--- config.mk ---
export PLATFORM = sky130hd
export DESIGN_NAME = mc_ctrl
export DESIGN_NICKNAME = d
export VERILOG_FILES = /design/src/rtl/mc_pkg.sv /design/src/rtl/mc_decode.sv /design/src/rtl/mc_ctrl.sv
export SDC_FILE = /design/constraint.sdc
export NUM_CORES = 1
export LEC_CHECK = 0
export ABC_CLOCK_PERIOD_IN_PS = 4100
export CAP_MARGIN = 20
export CORE_MARGIN = 3
export CORE_UTILIZATION = 39
export DETAILED_ROUTE_END_ITERATION = 8
export PLACE_DENSITY = 0.88
export SKIP_CTS_REPAIR_TIMING = 1
export SLEW_MARGIN = 5
export SYNTH_ARGS = -nofsm -noshare
export SYNTH_HDL_FRONTEND = slang
export SYNTH_HIERARCHICAL = 1
export SYNTH_SLANG_ARGS = --single-unit
--- constraint.sdc ---
create_clock -name clk -period 4.1 [get_ports clk]
set_clock_uncertainty 0.05 [all_clocks]
set_input_delay 0.82 -clock clk [delete_from_list [all_inputs] [get_ports clk]]
set_output_delay 0.82 -clock clk [all_outputs]
set_load 0.01 [all_outputs]
--- src/rtl/mc_pkg.sv ---
`default_nettype none
// ============================================================================
// Module      : mc_pkg
// Description : Shared encodings for the multicycle MIPS-subset controller:
//               FSM state codes, opcode/funct values and the select codes
//               driven onto the datapath (ALUOp, EXTOp, NPCOp, WDSel, ...).
//               Imported by mc_decode and mc_ctrl.
// Revision    : 1.0 - initial release
// ============================================================================
package mc_pkg;

    typedef logic [2:0] mc_state_t;

    // FSM state encodings (also visible on state_o for debug)
    localparam mc_state_t c_st_if  = 3'd0;
    localparam mc_state_t c_st_id  = 3'd1;
    localparam mc_state_t c_st_exe = 3'd2;
    localparam mc_state_t c_st_mem = 3'd3;
    localparam mc_state_t c_st_wb  = 3'd4;

    // Opcodes, IR[31:26]
    localparam logic [5:0] c_op_r    = 6'b000000;
    localparam logic [5:0] c_op_addi = 6'b001000;
    localparam logic [5:0] c_op_andi = 6'b001100;
    localparam logic [5:0] c_op_ori  = 6'b001101;
    localparam logic [5:0] c_op_lw   = 6'b100011;
    localparam logic [5:0] c_op_sw   = 6'b101011;
    localparam logic [5:0] c_op_beq  = 6'b000100;
    localparam logic [5:0] c_op_j    = 6'b000010;

    // R-type function codes, IR[5:0]
    localparam logic [5:0] c_fn_add = 6'b100000;
    localparam logic [5:0] c_fn_sub = 6'b100010;
    localparam logic [5:0] c_fn_and = 6'b100100;
    localparam logic [5:0] c_fn_or  = 6'b100101;
    localparam logic [5:0] c_fn_slt = 6'b101010;

    // ALU function codes
    localparam logic [3:0] c_alu_and = 4'b0000;
    localparam logic [3:0] c_alu_or  = 4'b0001;
    localparam logic [3:0] c_alu_add = 4'b0010;
    localparam logic [3:0] c_alu_sub = 4'b0110;
    localparam logic [3:0] c_alu_slt = 4'b0111;

    // Immediate extender control
    localparam logic [1:0] c_ext_zero = 2'b00;
    localparam logic [1:0] c_ext_sign = 2'b01;

    // Next-PC source
    localparam logic [1:0] c_npc_plus4  = 2'b00;
    localparam logic [1:0] c_npc_branch = 2'b01;
    localparam logic [1:0] c_npc_jump   = 2'b10;

    // Register-file write data / destination selects
    localparam logic [1:0] c_wd_aluout = 2'b00;
    localparam logic [1:0] c_wd_mdr    = 2'b01;
    localparam logic [1:0] c_rd_rt     = 2'b00;
    localparam logic [1:0] c_rd_rd     = 2'b01;

    // ALU B-operand select
    localparam logic [1:0] c_srcb_rt   = 2'b00;
    localparam logic [1:0] c_srcb_four = 2'b01;
    localparam logic [1:0] c_srcb_imm  = 2'b10;

    // R-type funct to ALU code; unknown functs fall back to ADD so the
    // select is always driven (the decoder flags them illegal separately).
    function automatic logic [3:0] funct_to_alu(input logic [5:0] funct);
        logic [3:0] alu;
        case (funct)
            c_fn_add: alu = c_alu_add;
            c_fn_sub: alu = c_alu_sub;
            c_fn_and: alu = c_alu_and;
            c_fn_or:  alu = c_alu_or;
            c_fn_slt: alu = c_alu_slt;
            default:  alu = c_alu_add;
        endcase
        return alu;
    endfunction

endpackage
`default_nettype wire

--- src/rtl/mc_decode.sv ---
`default_nettype none
// ============================================================================
// Module      : mc_decode
// Description : Purely combinational Op/Funct classifier for the multicycle
//               controller. Produces one-hot instruction class flags, the
//               illegal-instruction flag, the immediate-extension mode and
//               the execute-stage ALU function.
// Ports       : i_op[5:0]      opcode from IR[31:26]
//               i_funct[5:0]   funct field from IR[5:0]
//               o_is_r         legal R-type (listed funct only)
//               o_is_ialu      addi / andi / ori
//               o_is_lw, o_is_sw, o_is_beq, o_is_j
//               o_illegal      none of the above
//               o_ext_op[1:0]  zero-extend for andi/ori, sign-extend else
//               o_alu_op[3:0]  ALU function for the EXE state
// Revision    : 1.0 - initial release
// ============================================================================
module mc_decode
    import mc_pkg::*;
(
    input  logic [5:0] i_op,
    input  logic [5:0] i_funct,
    output logic       o_is_r,
    output logic       o_is_ialu,
    output logic       o_is_lw,
    output logic       o_is_sw,
    output logic       o_is_beq,
    output logic       o_is_j,
    output logic       o_illegal,
    output logic [1:0] o_ext_op,
    output logic [3:0] o_alu_op
);

    logic w_funct_ok;

    always_comb begin
        w_funct_ok = 1'b0;
        o_is_r     = 1'b0;
        o_is_ialu  = 1'b0;
        o_is_lw    = 1'b0;
        o_is_sw    = 1'b0;
        o_is_beq   = 1'b0;
        o_is_j     = 1'b0;
        o_ext_op   = c_ext_sign;
        o_alu_op   = c_alu_add;

        case (i_funct)
            c_fn_add, c_fn_sub, c_fn_and, c_fn_or, c_fn_slt: w_funct_ok = 1'b1;
            default:                                         w_funct_ok = 1'b0;
        endcase

        case (i_op)
            c_op_r: begin
                o_is_r   = w_funct_ok;
                o_alu_op = funct_to_alu(i_funct);
            end
            c_op_addi: o_is_ialu = 1'b1;
            c_op_andi: begin
                o_is_ialu = 1'b1;
                o_ext_op  = c_ext_zero;
                o_alu_op  = c_alu_and;
            end
            c_op_ori: begin
                o_is_ialu = 1'b1;
                o_ext_op  = c_ext_zero;
                o_alu_op  = c_alu_or;
            end
            c_op_lw:  o_is_lw = 1'b1;
            c_op_sw:  o_is_sw = 1'b1;
            c_op_beq: begin
                o_is_beq = 1'b1;
                o_alu_op = c_alu_sub;
            end
            c_op_j:   o_is_j = 1'b1;
            default:  o_is_j = 1'b0;
        endcase

        o_illegal = ~(o_is_r | o_is_ialu | o_is_lw | o_is_sw | o_is_beq | o_is_j);
    end

endmodule
`default_nettype wire

--- src/rtl/mc_ctrl.sv ---
`default_nettype none
// ============================================================================
// Module      : mc_ctrl
// Description : Multicycle main controller for the MIPS-subset CPU. Walks one
//               shared datapath through IF/ID/EXE/MEM/WB, driving every
//               enable and select, and stalls on the memory req/ready
//               handshake. Optional fetch/data wait timeout (IF_TIMEOUT > 0)
//               raises a sticky err_o.
// Ports       : clk, rstn (synchronous, active low)
//               Op, Funct, Zero, mem_ready               - inputs
//               mem_req, IorD, IRWrite, PCWrite, NPCOp,
//               RegWrite, MemWrite, RegDst, WDSel,
//               ALUSrcA, ALUSrcB, ALUOp, EXTOp           - datapath control
//               illegal_o, err_o, state_o                - status / debug
//               cyc_cnt, ins_cnt                         - perf counters
// Config      : macro MC_CTRL_PERF_EN adds cyc_cnt / ins_cnt outputs.
// Revision    : 1.0 - initial release
// ============================================================================
module mc_ctrl
    import mc_pkg::*;
#(
    parameter int IF_TIMEOUT = 0
) (
    input  logic       clk,
    input  logic       rstn,
    input  logic [5:0] Op,
    input  logic [5:0] Funct,
    input  logic       Zero,
    input  logic       mem_ready,
    output logic       mem_req,
    output logic       IorD,
    output logic       IRWrite,
    output logic       PCWrite,
    output logic [1:0] NPCOp,
    output logic       RegWrite,
    output logic       MemWrite,
    output logic [1:0] RegDst,
    output logic [1:0] WDSel,
    output logic       ALUSrcA,
    output logic [1:0] ALUSrcB,
    output logic [3:0] ALUOp,
    output logic [1:0] EXTOp,
    output logic       illegal_o,
    output logic       err_o,
    output logic [2:0] state_o
`ifdef MC_CTRL_PERF_EN
    ,
    output logic [31:0] cyc_cnt,
    output logic [31:0] ins_cnt
`endif
);

    mc_state_t  r_state;
    mc_state_t  w_next_state;
    logic       r_err;
    logic       w_timeout;

    logic       w_is_r;
    logic       w_is_ialu;
    logic       w_is_lw;
    logic       w_is_sw;
    logic       w_is_beq;
    logic       w_is_j;
    logic       w_illegal;
    logic [1:0] w_ext_op;
    logic [3:0] w_alu_op;

    mc_decode u_decode (
        .i_op      (Op),
        .i_funct   (Funct),
        .o_is_r    (w_is_r),
        .o_is_ialu (w_is_ialu),
        .o_is_lw   (w_is_lw),
        .o_is_sw   (w_is_sw),
        .o_is_beq  (w_is_beq),
        .o_is_j    (w_is_j),
        .o_illegal (w_illegal),
        .o_ext_op  (w_ext_op),
        .o_alu_op  (w_alu_op)
    );

    // ------------------------------------------------------------------
    // Memory wait timeout
    // ------------------------------------------------------------------
    generate
        if (IF_TIMEOUT > 0) begin : g_timeout
            localparam int c_cnt_w = (IF_TIMEOUT > 1) ? $clog2(IF_TIMEOUT) : 1;

            logic [c_cnt_w-1:0] r_wait_cnt;
            logic               w_waiting;

            assign w_waiting = ((r_state == c_st_if) || (r_state == c_st_mem)) && !mem_ready;
            // Fires on the IF_TIMEOUT-th consecutive unanswered cycle.
            assign w_timeout = w_waiting && (r_wait_cnt == c_cnt_w'(IF_TIMEOUT - 1));

            // A waiting cycle without timeout always stays in the same state,
            // so any other case (ready, timeout, state change) clears.
            always_ff @(posedge clk) begin
                if (!rstn) begin
                    r_wait_cnt <= '0;
                end else if (w_waiting && !w_timeout) begin
                    r_wait_cnt <= r_wait_cnt + c_cnt_w'(1);
                end else begin
                    r_wait_cnt <= '0;
                end
            end
        end else begin : g_no_timeout
            assign w_timeout = 1'b0;
        end
    endgenerate

    // ------------------------------------------------------------------
    // State and sticky error registers
    // ------------------------------------------------------------------
    always_ff @(posedge clk) begin
        if (!rstn) begin
            r_state <= c_st_if;
            r_err   <= 1'b0;
        end else begin
            r_state <= w_next_state;
            if (w_timeout) begin
                r_err <= 1'b1;
            end
        end
    end

    // ------------------------------------------------------------------
    // Next state and datapath control
    // ------------------------------------------------------------------
    always_comb begin
        w_next_state = r_state;
        mem_req      = 1'b0;
        IorD         = 1'b0;
        IRWrite      = 1'b0;
        PCWrite      = 1'b0;
        NPCOp        = c_npc_plus4;
        RegWrite     = 1'b0;
        MemWrite     = 1'b0;
        RegDst       = c_rd_rt;
        WDSel        = c_wd_aluout;
        ALUSrcA      = 1'b0;
        ALUSrcB      = c_srcb_four;
        ALUOp        = c_alu_add;
        EXTOp        = c_ext_sign;
        illegal_o    = 1'b0;

        case (r_state)
            c_st_if: begin
                mem_req = 1'b1;
                if (mem_ready) begin
                    IRWrite      = 1'b1;
                    PCWrite      = 1'b1;
                    w_next_state = c_st_id;
                end
            end

            c_st_id: begin
                // ALU precomputes PC + (sign-extended imm) as branch target.
                ALUSrcB = c_srcb_imm;
                EXTOp   = w_ext_op;
                if (w_is_j) begin
                    PCWrite      = 1'b1;
                    NPCOp        = c_npc_jump;
                    w_next_state = c_st_if;
                end else if (w_illegal) begin
                    illegal_o    = 1'b1;
                    w_next_state = c_st_if;
                end else begin
                    w_next_state = c_st_exe;
                end
            end

            c_st_exe: begin
                ALUSrcA = 1'b1;
                EXTOp   = w_ext_op;
                ALUOp   = w_alu_op;
                if (w_is_r) begin
                    ALUSrcB      = c_srcb_rt;
                    w_next_state = c_st_wb;
                end else if (w_is_ialu) begin
                    ALUSrcB      = c_srcb_imm;
                    w_next_state = c_st_wb;
                end else if (w_is_lw || w_is_sw) begin
                    ALUSrcB      = c_srcb_imm;
                    w_next_state = c_st_mem;
                end else begin
                    // beq: subtract rs-rt, take the precomputed target on Zero.
                    ALUSrcB      = c_srcb_rt;
                    PCWrite      = Zero;
                    NPCOp        = c_npc_branch;
                    w_next_state = c_st_if;
                end
            end

            c_st_mem: begin
                mem_req  = 1'b1;
                IorD     = 1'b1;
                EXTOp    = w_ext_op;
                MemWrite = w_is_sw && !w_timeout;
                if (mem_ready) begin
                    w_next_state = w_is_lw ? c_st_wb : c_st_if;
                end else if (w_timeout) begin
                    w_next_state = c_st_if;
                end
            end

            c_st_wb: begin
                RegWrite     = 1'b1;
                EXTOp        = w_ext_op;
                RegDst       = w_is_r  ? c_rd_rd  : c_rd_rt;
                WDSel        = w_is_lw ? c_wd_mdr : c_wd_aluout;
                w_next_state = c_st_if;
            end

            default: w_next_state = c_st_if;
        endcase

        // Reset aborts the current instruction: no strobe may leak out.
        if (!rstn) begin
            mem_req   = 1'b0;
            IRWrite   = 1'b0;
            PCWrite   = 1'b0;
            RegWrite  = 1'b0;
            MemWrite  = 1'b0;
            illegal_o = 1'b0;
        end
    end

    assign err_o   = r_err;
    assign state_o = r_state;

`ifdef MC_CTRL_PERF_EN
    // ------------------------------------------------------------------
    // Performance counters
    // ------------------------------------------------------------------
    logic [31:0] r_cyc_cnt;
    logic [31:0] r_ins_cnt;
    logic        w_retire;

    // Any return to IF from a later state retires an instruction, except
    // a MEM access abandoned by timeout.
    assign w_retire = (r_state != c_st_if) && (w_next_state == c_st_if) && !w_timeout;

    always_ff @(posedge clk) begin
        if (!rstn) begin
            r_cyc_cnt <= '0;
            r_ins_cnt <= '0;
        end else begin
            r_cyc_cnt <= r_cyc_cnt + 32'd1;
            if (w_retire) begin
                r_ins_cnt <= r_ins_cnt + 32'd1;
            end
        end
    end

    assign cyc_cnt = r_cyc_cnt;
    assign ins_cnt = r_ins_cnt;
`endif

endmodule
`default_nettype wire

==> flow_metrics.py <==
metrics = {
    "worst_setup_path": {
        "path_cells": "clkdlybuf4s50_1 > nand2b_1 > and4_4 > or4b_1 > a21oi_1 > clkdlybuf4s50_1",
        "path_buf_inv": 2,
        "r2r.worst_path.cells": 3,
        "crit_family": "buffers and inverters",
        "slowest_stage": "clkdlybuf4s50_1",
        "endpoint_kind": "primary output",
        "critPathMaxFanout": 5,
        "r2r_start": "state_o[1]",
        "rrSetupSlack_ns": 2.46,
        "crit_path_max_incr_delay_ns": 0.57,
        "path_class": "in2out",
        "critPathCapture": "ALUSrcB[1]",
        "required_ns": 3.23,
        "critPathLaunchType": "primary input",
        "r2r_end": "state_o[2]",
        "startpoint": "Funct[1]",
        "cp_num_cells": 6,
        "arrival_ns": 2.92,
        "cpMostUsedCell": "clkdlybuf4s50_1",
    },
    "final_layout": {
        "largest_reg_flops": 3,
        "final_cell_mix": "clkdlybuf4s50_1 (29), buf_4 (10), dlymetal6s2s_1 (7)",
        "fill_cells": 113,
        "synthToLayoutAreaGrowth_pct": 74.63,
        "n_antenna_cell": 0,
        "final_nets": 149,
        "final_util_pct": 75.12,
        "layout-drive-gt1-share_pct": 20.45,
        "fin_cells": 148,
        "final_common_cell": "clkdlybuf4s50_1",
    },
    "global_route": {
        "grt.total_usage_pct": 19.82,
        "grt_pass1_wl_mm": 3.222,
        "grt-ovfl-total": 0,
        "grt_max_degree": 17,
        "grt_pass1_vias": 770,
        "antenna_found_initial": 0,
    },
    "yosys": {
        "syn_area_um2": 670.6,
        "syn-mean-instance-area_um2": 7.535,
        "ys_warn_count": 6,
        "synthCells": 89,
    },
    "flow_run": {
        "max-cap-violations": 0,
    },
    "timing": {
        "rsz0062_at_grt": "no",
        "finalWorstSetupSlack_ns": 0.3125,
        "tns_ns": 0,
        "min_period_over_period_pct": 92.38,
        "tightestPinTransition_ns": 0.5914,
        "whs_ns": 0.8718,
        "finalSetupViolCount": 0,
        "post-route-min-period_ns": 3.788,
        "hold_viol_final": 0,
        "slew-limit-headroom_pct": 60.52,
        "finalMaxSlewViolations": 0,
        "fmax_mhz": 264.0,
    },
    "power": {
        "p_int_mw": 0.1056,
        "p_leak_nw": 0.4962,
        "pwr-share-seq_pct": 22.0,
        "pwr-share-comb_pct": 45.5,
        "switchingPower_mw": 0.05278,
        "swShare_pct": 33.33,
        "power_density_mw_per_mm2": 135.2,
        "pwr-share-clk_pct": 32.5,
        "vdd.ir_drop.worst_uv": 141.6,
    },
    "placement": {
        "place_hpwl_mm": 1.688,
        "preCtsSetupSlack_ns": -0.03838,
        "port_buffers": 36,
        "place.gp.congestion": 0.7889,
        "dp.cells": 144,
    },
    "clock_tree": {
        "tritoncts": "built",
        "cts_buffer_depth": 2,
        "clockRootBuffer": "clkbuf_4",
        "h-tree-depth": 1,
        "numCtsBuffers": 3,
        "clk_latency_ns": 0.23,
        "clkSinkCount": 3,
        "path_clk_slew_ns": 0.04,
    },
    "routing": {
        "ant_nets": 0,
        "wl_mm": 2.223,
        "drc": 0,
        "routedWlPerCell_um": 15.02,
        "drt_first_pass_iters": 4,
        "vias": 840,
        "via_per_inst": 5.676,
        "first_iter_violations": 12,
    },
    "min_path": {
        "hold_path_class": "reg2reg",
        "worstHoldPathCells": 3,
    },
    "floorplan": {
        "start_util_pct": 43.02,
        "ioPinCount": 42,
        "die_w_um": 47.47,
        "die_area_mm2": 0.002253,
        "die-height_um": 47.47,
        "coreArea_mm2": 0.001559,
        "num_rows": 14,
    },
    "run_status": {
        "outcome": "finished, final reports clean",
    },
}
[stage by stage]
step	total power, mW	cell area [um2]
floorplan	0.06827	681.9
global placement	0.09952	1064
detailed placement	0.1015	1064
CTS	0.1561	1090
global route	0.1677	1171
finish	0.1584	1171
[final cells by class]
cell class,count,area (um2),area share (%)
inverters,2,7.507,0.6410
flip-flops and latches,3,60.06,5.128
well taps,16,20.02,1.709
clock buffers,4,26.28,2.244
multi-input cells,77,604.3,51.60
repair buffers,46,452.9,38.68
[power groups by stage]
stage | Combinational (mW) | Clock [mW] | Sequential [mW]
after global placement | 0.0648 | 0 | 0.0347
after detailed placement | 0.0667 | 0 | 0.0348
after global routing | 0.0774 | 0.0551 | 0.0353
final | 0.0721 | 0.0514 | 0.0349
after floorplan | 0.0353 | 0 | 0.0329
after CTS | 0.0672 | 0.0545 | 0.0343
[how the worst min path moves through the flow]
stage / start / slack [ns] / end
floorplan: state_o[1] / 0.63 / state_o[0]
global placement: state_o[1] / 0.80 / state_o[1]
detailed placement: state_o[1] / 0.84 / state_o[2]
CTS: state_o[1] / 0.85 / state_o[2]
global route: state_o[1] / 0.95 / state_o[0]
finish: state_o[1] / 0.87 / state_o[2]
[routing by layer]
layer	share of wire, %	global-route usage [%]	up-vias
met5	0	0	-
met4	0.72	6.630	0
met2	53	36.90	32
met1	41	23.54	394
met3	4.7	1.504	2
li1	-	-	412
[worst reg2reg max path, stage by stage (launching register included)]
cell and delay, ns:
dfxtp_1 0.62, nor3b_1 0.52, o21ai_0 0.20, a21oi_1 0.18
(Power assumes the default switching activity.)
